==> config.mk <==
export PLATFORM = sky130hd
export DESIGN_NAME = id_hazard_ctrl
export DESIGN_NICKNAME = d
export VERILOG_FILES = /design/src/rtl/pipeline_pkg.sv /design/src/rtl/sat_counter.sv /design/src/rtl/id_hazard_ctrl.sv
export SDC_FILE = /design/constraint.sdc
export NUM_CORES = 1
export LEC_CHECK = 0
export BUFFER_PORTS_ARGS = -buffer_cell sky130_fd_sc_hd__buf_2
export CAP_MARGIN = 40
export CORE_AREA = 2 2 88 90
export CTS_BUF_LIST = sky130_fd_sc_hd__clkbuf_8
export DETAILED_ROUTE_END_ITERATION = 12
export DIE_AREA = 0 0 90 92
export HOLD_SLACK_MARGIN = 0.15
export PLACE_DENSITY = 0.55
export SYNTH_ARGS = -nofsm -noshare
export SYNTH_HDL_FRONTEND = slang
export SYNTH_SLANG_ARGS = --single-unit
==> constraint.sdc <==
create_clock -name Clock -period 2.7 [get_ports Clock]
set_input_delay 0.135 -clock Clock [delete_from_list [all_inputs] [get_ports Clock]]
set_output_delay 0.135 -clock Clock [all_outputs]
set_load 0.1 [all_outputs]
==> src/rtl/pipeline_pkg.sv <==
// Shared constants for the decode-stage hazard logic: branch-comparator
// forwarding codes, hazard FSM state encoding and the forwarding-select helper.
package pipeline_pkg;

    localparam logic [1:0] FWD_RF  = 2'b00;
    localparam logic [1:0] FWD_WB  = 2'b01;
    localparam logic [1:0] FWD_MEM = 2'b10;

    localparam logic [0:0] ST_RUN  = 1'b0;
    localparam logic [0:0] ST_HOLD = 1'b1;

    // Picks the source for one branch-comparator operand. MEM wins over WB.
    // A load in MEM has no data yet, so it is never a forwarding source.
    function automatic logic [1:0] fwd_select(
        input logic       mem_reg_write,
        input logic       mem_mem_read,
        input logic [4:0] mem_dest,
        input logic       wb_reg_write,
        input logic [4:0] wb_dest,
        input logic [4:0] src
    );
        logic [1:0] sel;
        sel = FWD_RF;
        if (mem_reg_write && !mem_mem_read && (mem_dest != 5'd0) && (mem_dest == src)) begin
            sel = FWD_MEM;
        end else if (wb_reg_write && (wb_dest != 5'd0) && (wb_dest == src)) begin
            sel = FWD_WB;
        end
        return sel;
    endfunction

endpackage

==> src/rtl/sat_counter.sv <==
// Up-counter that sticks at all-ones instead of wrapping.
module sat_counter #(
    parameter int W = 16
) (
    input  logic         Clock,
    input  logic         Reset,
    input  logic         inc,
    output logic [W-1:0] count
);

    localparam logic [W-1:0] ONE = {{(W-1){1'b0}}, 1'b1};
    localparam logic [W-1:0] MAX = {W{1'b1}};

    logic [W-1:0] count_q;
    logic [W-1:0] count_d;

    // Next count: advance on inc unless already saturated.
    always_comb begin
        count_d = count_q;
        if (inc && (count_q != MAX)) begin
            count_d = count_q + ONE;
        end
    end

    // Count register, cleared by the active-low asynchronous reset.
    always_ff @(posedge Clock or negedge Reset) begin
        if (!Reset) begin
            count_q <= '0;
        end else begin
            count_q <= count_d;
        end
    end

    assign count = count_q;

endmodule

==> src/rtl/id_hazard_ctrl.sv <==
// Decode-stage hazard detector and stall sequencer for the 5-stage MIPS pipe.
//
//   state   | meaning
//   --------+-----------------------------------------------------------
//   ST_RUN  | normal issue; hazards evaluated, stall of 0/1/2 cycles
//   ST_HOLD | second stall cycle of a branch behind a load; inputs ignored
module id_hazard_ctrl
    import pipeline_pkg::*;
#(
    parameter int CNT_W = 16
) (
    input  logic             Clock,
    input  logic             Reset,
    input  logic [4:0]       ID_RsReg,
    input  logic [4:0]       ID_RtReg,
    input  logic             ID_UsesRt,
    input  logic             Branch,
    input  logic             IF_Flush,
    input  logic             EX_RegWrite,
    input  logic             EX_MemRead,
    input  logic [4:0]       EX_DestReg,
    input  logic             MEM_RegWrite,
    input  logic             MEM_MemRead,
    input  logic [4:0]       MEM_DestReg,
    input  logic             WB_RegWrite,
    input  logic [4:0]       WB_DestReg,
    output logic             HazZero,
    output logic             PCWrite,
    output logic             IFIDWrite,
    output logic             IF_FlushOut,
    output logic [1:0]       ForBranchA,
    output logic [1:0]       ForBranchB,
    output logic [CNT_W-1:0] StallCycles,
    output logic [CNT_W-1:0] BranchStalls
);

    logic [0:0] state_q;
    logic [0:0] state_d;
    logic       ex_match;
    logic       mem_match;
    logic       stall_two;
    logic       stall_one;
    logic       stall;
    logic       branch_stall;

    // Source-register matches against EX and MEM; $0 never matches.
    always_comb begin
        ex_match  = EX_RegWrite && (EX_DestReg != 5'd0) &&
                    ((EX_DestReg == ID_RsReg) || (ID_UsesRt && (EX_DestReg == ID_RtReg)));
        mem_match = MEM_RegWrite && (MEM_DestReg != 5'd0) &&
                    ((MEM_DestReg == ID_RsReg) || (ID_UsesRt && (MEM_DestReg == ID_RtReg)));
    end

    // Stall length decision and FSM next state; HOLD stalls regardless of inputs.
    always_comb begin
        stall_two    = Branch && ex_match && EX_MemRead;
        stall_one    = (Branch && ex_match) ||
                       (Branch && mem_match && MEM_MemRead) ||
                       (!Branch && ex_match && EX_MemRead);
        stall        = 1'b0;
        branch_stall = 1'b0;
        state_d      = state_q;
        if (state_q == ST_HOLD) begin
            stall        = 1'b1;
            branch_stall = 1'b1;
            state_d      = ST_RUN;
        end else begin
            stall        = stall_two || stall_one;
            branch_stall = (stall_two || stall_one) && Branch;
            state_d      = stall_two ? ST_HOLD : ST_RUN;
        end
    end

    // Pipeline control outputs; a pending flush waits until the stall clears.
    always_comb begin
        HazZero     = stall;
        PCWrite     = !stall;
        IFIDWrite   = !stall;
        IF_FlushOut = IF_Flush && !stall;
        ForBranchA  = fwd_select(MEM_RegWrite, MEM_MemRead, MEM_DestReg,
                                 WB_RegWrite, WB_DestReg, ID_RsReg);
        ForBranchB  = fwd_select(MEM_RegWrite, MEM_MemRead, MEM_DestReg,
                                 WB_RegWrite, WB_DestReg, ID_RtReg);
    end

    // FSM state register; reset drops any remaining HOLD cycle.
    always_ff @(posedge Clock or negedge Reset) begin
        if (!Reset) begin
            state_q <= ST_RUN;
        end else begin
            state_q <= state_d;
        end
    end

    sat_counter #(.W(CNT_W)) u_stall_cnt (
        .Clock (Clock),
        .Reset (Reset),
        .inc   (stall),
        .count (StallCycles)
    );

    sat_counter #(.W(CNT_W)) u_branch_cnt (
        .Clock (Clock),
        .Reset (Reset),
        .inc   (branch_stall),
        .count (BranchStalls)
    );

endmodule

* Yosys cells after proc, flatten, opt, wreduce, memory -nomap -nowiden *
Index checks and enable logic that the tools add are counted.

word-level totals
  register bits = 33
  latch bits = 0
  memory bits (writable) = 0
  ROM bits = 0
  bits of input ports = 35
  output and inout bits = 40
  word-level logic and storage cells = 55
  memories kept = 0

operators by class
  add/subtract/negate cells = 2
  multiply operators = 0
  divide/modulo/power cells = 0
  $lt $le $gt $ge = 0
  eq/ne operators = 8
  shift operators = 0
  multiplexer cells = 8
  bitwise logic cells = 0
  reduce and logical (&&, ||, !) cells = 34

operator list
  operator                 count
  $add A16 B1 Y16 const B  2
  $ne A16 B16 Y1 const B   2
  $eq A5 B5 Y1             6
  $logic_and A1 B1 Y1      23
  $reduce_bool A5 Y1       3
  $mux W1                  6
  $logic_or A1 B1 Y1       5
  $mux W2                  2
  $logic_not A1 Y1         3

* Depth between registers and ports, before layout *
  word-level depth = 12
  mapped depth = 9
  mapped depth without buffers = 7

* Hierarchy *
A second synthesis with hierarchy kept.

second synthesis, totals
  cell total of the unflattened synthesis = 208
  area, all modules = 2,255.9 um^2

modules (own cells, without submodules)
  module          times used  cells each  area an instance (um^2)
  sat_counter     2           72          859.6
  id_hazard_ctrl  1           64          536.8

* Least setup slack after synthesis *
OpenSTA, ideal clock, no wires.

  path kind = input -> output
  start point = input port MEM_DestReg[0]
  end point = output port ForBranchA[0]
  arrival = 4,399 ps
  data required time = 2,565 ps
  setup slack = -1,834 ps
  stages = 5
  path buffers = 0
  cells stage by stage = or4_1 o21ai_2 nor2_1 and2_1 nor4_1

between the ends
  word-level cells in the longest chain between the ends = 4

ends and longest elaborated chain
  element                  line                  RTL
  start: declaration       id_hazard_ctrl.sv:24  input logic [4:0] MEM_DestReg,
  $reduce_bool A5 Y1       pipeline_pkg.sv:24    if (mem_reg_write && !mem_mem_read && (mem_dest != 5'd0) && (mem_dest == src)) begin
  $logic_and A1 B1 Y1      pipeline_pkg.sv:24
  $logic_and A1 B1 Y1 (*)  pipeline_pkg.sv:24
  $mux W2 (*)              pipeline_pkg.sv:24
  end: declaration         id_hazard_ctrl.sv:31  output logic [1:0] ForBranchA,

Every way passes the cells marked *; elsewhere a longest branch is shown, timed or not.

* Worst setup path after layout *
  start point = input port MEM_DestReg[0]
  end point = output port IF_FlushOut

between the ends
  word-level cells in the longest chain between the ends = 12

ends and longest elaborated chain
  element                                line                  RTL
  $eq A5 B5 Y1                           id_hazard_ctrl.sv:51  ((MEM_DestReg == ID_RsReg) || (ID_UsesRt && (MEM_DestReg == ID_RtReg)));
  $logic_and A1 B1 Y1                    id_hazard_ctrl.sv:51
  $logic_or A1 B1 Y1                     id_hazard_ctrl.sv:51
  $logic_and A1 B1 Y1 (*)                id_hazard_ctrl.sv:50  mem_match = MEM_RegWrite && (MEM_DestReg != 5'd0) &&
  $logic_and A1 B1 Y1 (*) (2 in series)  id_hazard_ctrl.sv:58  (Branch && mem_match && MEM_MemRead) ||
  $logic_or A1 B1 Y1 (*)                 id_hazard_ctrl.sv:57  stall_one = (Branch && ex_match) ||
  $logic_or A1 B1 Y1 (*)                 id_hazard_ctrl.sv:58
  $logic_or A1 B1 Y1 (*)                 id_hazard_ctrl.sv:68  stall = stall_two || stall_one;
  $mux W1 (*)                            id_hazard_ctrl.sv:63  if (state_q == ST_HOLD) begin
  $logic_not A1 Y1 (*)                   id_hazard_ctrl.sv:79  IF_FlushOut = IF_Flush && !stall;
  $logic_and A1 B1 Y1 (*)                id_hazard_ctrl.sv:79
  end: declaration                       id_hazard_ctrl.sv:30  output logic IF_FlushOut,

Marks and branches as above.

==> key figures <==
Run status
  • Status: finished clean

Clock network
  • Total CTS buffers: 5
  • Clock transition at path regs: 0.06 ns
  • Clock Root Buffer: clkbuf_8
  • Worst-skew pair later-pin latency: 0.29 ns
  • CTS Buffer Depth: 2
  • H-Tree Level Count: 2
  • Post CTS Setup Buffer Count: 0
  • Sink Count: 33
  • CTS tree: yes
  • Resized cells post-CTS: 0
  • Hold_buf cts: 1

Drt
  • Antenna viol nets, final: 0
  • Wirelength per Cell: 13.4 µm
  • DRC viols: 0
  • Initial detailed-routing violation count: 48
  • Routed WL: 5.29 mm
  • First-pass iteration count of the detailed router: 4
  • Vias/cell: 4.70
  • Vias: 1852

Pwr
  • Clock Power Share: 23.2%
  • NetSw: 0.675 mW
  • Pleak: 1.35 nW
  • Pwr/cell area: 538 nW/µm²
  • Sw Ratio: 44.7%
  • Max IR drop VDD: 0.514 mV
  • Combinational share of power: 38.1%
  • Total chip power: 1.51 mW
  • Int Pwr: 0.835 mW
  • Sequential share of power: 38.7%

Timing
  • Final Slew Violations: 0
  • Setup ws final: 0.531 ns
  • Fin crit share: 80.3%
  • Top achievable clock speed: 461 MHz
  • Clock Skew: 0.00237 ns
  • Final Critical Period: 2.17 ns
  • # setup viols final: 0
  • Measured slew at the worst slew-check pin: 0.777 ns
  • RSZ-0062 raised after global routing: false
  • Slew headroom: 48.2%
  • Final hold viol count: 0

Global routing
  • First-pass GRT wire length: 8.95 mm
  • Largest net degree at the start of global routing: 34
  • Vias in the first global route: 1836
  • Remaining Overflow, GRT: 0
  • Initial antenna violation count: 0
  • Total track usage: 13.3%

Logic synthesis
  • Syn Nets: 249
  • Synth area leader: dfrtp_1
  • Top-count cell post-synth: xor2_1
  • Post-Syn Area: 2150 µm²
  • FF+latch count, synth: 33
  • Post-synth EDFFs: 0
  • Register area share after synthesis: 38.5%
  • Ys async rst share: 100%
  • Top cells by area, synth: dfrtp_1, xor2_1, xnor2_1, nand3_2, nand3_1
  • Syn Inst Count: 212
  • Avg Inst Size Synth: 10.1 µm²
  • Yosys warns: 0
  • Distinct cells, synth: 40
  • Top FF cell, synth: dfrtp_1
  • Post-synth top cells: xor2_1, dfrtp_1, xnor2_1, nand3_1, nand4_1
  • Post-synth top area share: 38.5%

Worst setup path
  • Kind of critical path: in2out
  • Crit Path Max Fanout: 6
  • Setup crit end kind: output pin
  • Reg2Reg Launch Point: u_branch_cnt.count[5]
  • CP required: 2.57 ns
  • Critical Path AT: 2.03 ns
  • CP startpoint kind: primary input
  • Reg2reg end: u_branch_cnt.count[7]
  • R2R setup slack: 0.65 ns
  • CP Launch Point: MEM_DestReg[0]
  • Reg2reg path depth: 8

Layout
  • Share of cells above drive strength 1: 37.3%
  • Filler instances: 789
  • P&R area growth vs syn: 30.7%
  • Final Cell Area: 2810 µm²
  • Non-Filler Instances: 394
  • Final #Nets: 328
  • # diodes: 0

Placed design
  • RePlAce Congestion: 0.941
  • Dpl hpwl: 4.14 mm
  • Placed cell count: 385
  • IO Port Bufs: 74
  • Setup slack at placement: 0.465 ns
  • Post-DP Area: 2720 µm²

Min path
  • Hold path endpoint: state_q
  • Cell count of the worst hold path: 2
  • Hold_sp: EX_MemRead
  • Hold Path Class: in2reg

Die
  • Die Y: 92 µm
  • Initial core utilization: 28.8%
  • Die W: 90 µm
  • Die area: 8280 µm²
  • FP Rows: 32
  • I/O pin total: 75
  • Core box area: 7450 µm²

Flow run
  • Max-Cap Viols: 0
placed cells by master (no fill, tap or decap), drive strengths merged, types with 2 or more instances in the layout:
cell type / instances
buf: 80
a21oi: 3
clkbuf: 5
nand2: 7
o21ai: 3
and3: 9
or4: 5
dfrtp: 33
nor3: 8
xor2: 34
inv: 9
or2: 2
nor3b: 2
nand3: 20
mux2: 2
and2: 3
nand4: 10
nor2: 11
nor4b: 3
xnor2: 24
ha: 2
nor4: 8
critical path: stages:
cell	delay [ns]
buf_2	0.12
or4_1	0.53
o21ai_2	0.17
nor2_2	0.08
a221o_1	0.48
inv_2	0.16
and2_2	0.19
buf_12	0.17
power by group through the flow:
| stage | clock [mW] | sequential (mW) | combinational, mW |
|---|---|---|---|
| floorplan | 0 | 0.891 | 0.139 |
| global placement | 0 | 0.593 | 0.575 |
| detailed placement | 0 | 0.594 | 0.580 |
| CTS | 0.365 | 0.585 | 0.582 |
| global route | 0.392 | 0.592 | 0.608 |
| finish | 0.350 | 0.584 | 0.575 |
worst max path at each step:
stage                     slack, ns               endpoint  cells after the start
after global routing           0.42            IF_FlushOut                      8
final                          0.53            IF_FlushOut                      8
after CTS                      0.50            IF_FlushOut                      8
after detailed placement       0.47  u_stall_cnt.count[12]                      9
after floorplan               -0.04          ForBranchA[0]                      5
after global placement         0.50  u_branch_cnt.count[1]                      7
routing by layer:
metal	vias to the layer above	track usage (%)	wire [µm]
li1	902	-	-
met1	897	16.5	2290
met2	46	22.4	2640
met3	7	3.53	278
met4	0	4.49	79
met5	-	0	0
layout make-up:
class / count / area, µm² / share of cell area (%)
Multi-Input combinational cell: 164 / 1260 / 45.0
Sequential cell: 33 / 827 / 29.5
Timing Repair Buffer: 81 / 485 / 17.3
Tap cell: 102 / 128 / 4.55
Clock buffer: 5 / 68.8 / 2.45
Inverter: 6 / 22.5 / 0.802
Clock inverter: 3 / 11.3 / 0.401
per-stage QoR:
stage | util, % | TNS (ns) | hold WS (ns)
finish | 37.7 | 0 | 0.158
global route | 37.7 | 0 | 0.159
CTS | 37.7 | 0 | 0.152
detailed placement | 36.5 | 0 | 0.265
global placement | 36.5 | 0 | 0.257
floorplan | - | -0.0426 | -0.161
cells by family after synthesis:
logic type               after synthesis  share of synthesized area, %
AO/OA/AOI/OAI                         10                          4.14
XOR/XNOR                              58                          23.7
adder cells (fa/ha/maj)                2                          1.17
buffers and inverters                 15                          4.14
flip-flops                            33                          38.5
multiplexers                           3                          1.52
AND/OR/NAND/NOR                       91                          26.9
state kept, by name (all words and copies together) (netlist names):
register,flops
state_q,1
u_branch_cnt.count,16
u_stall_cnt.count,16
(Power assumes the default switching activity.)
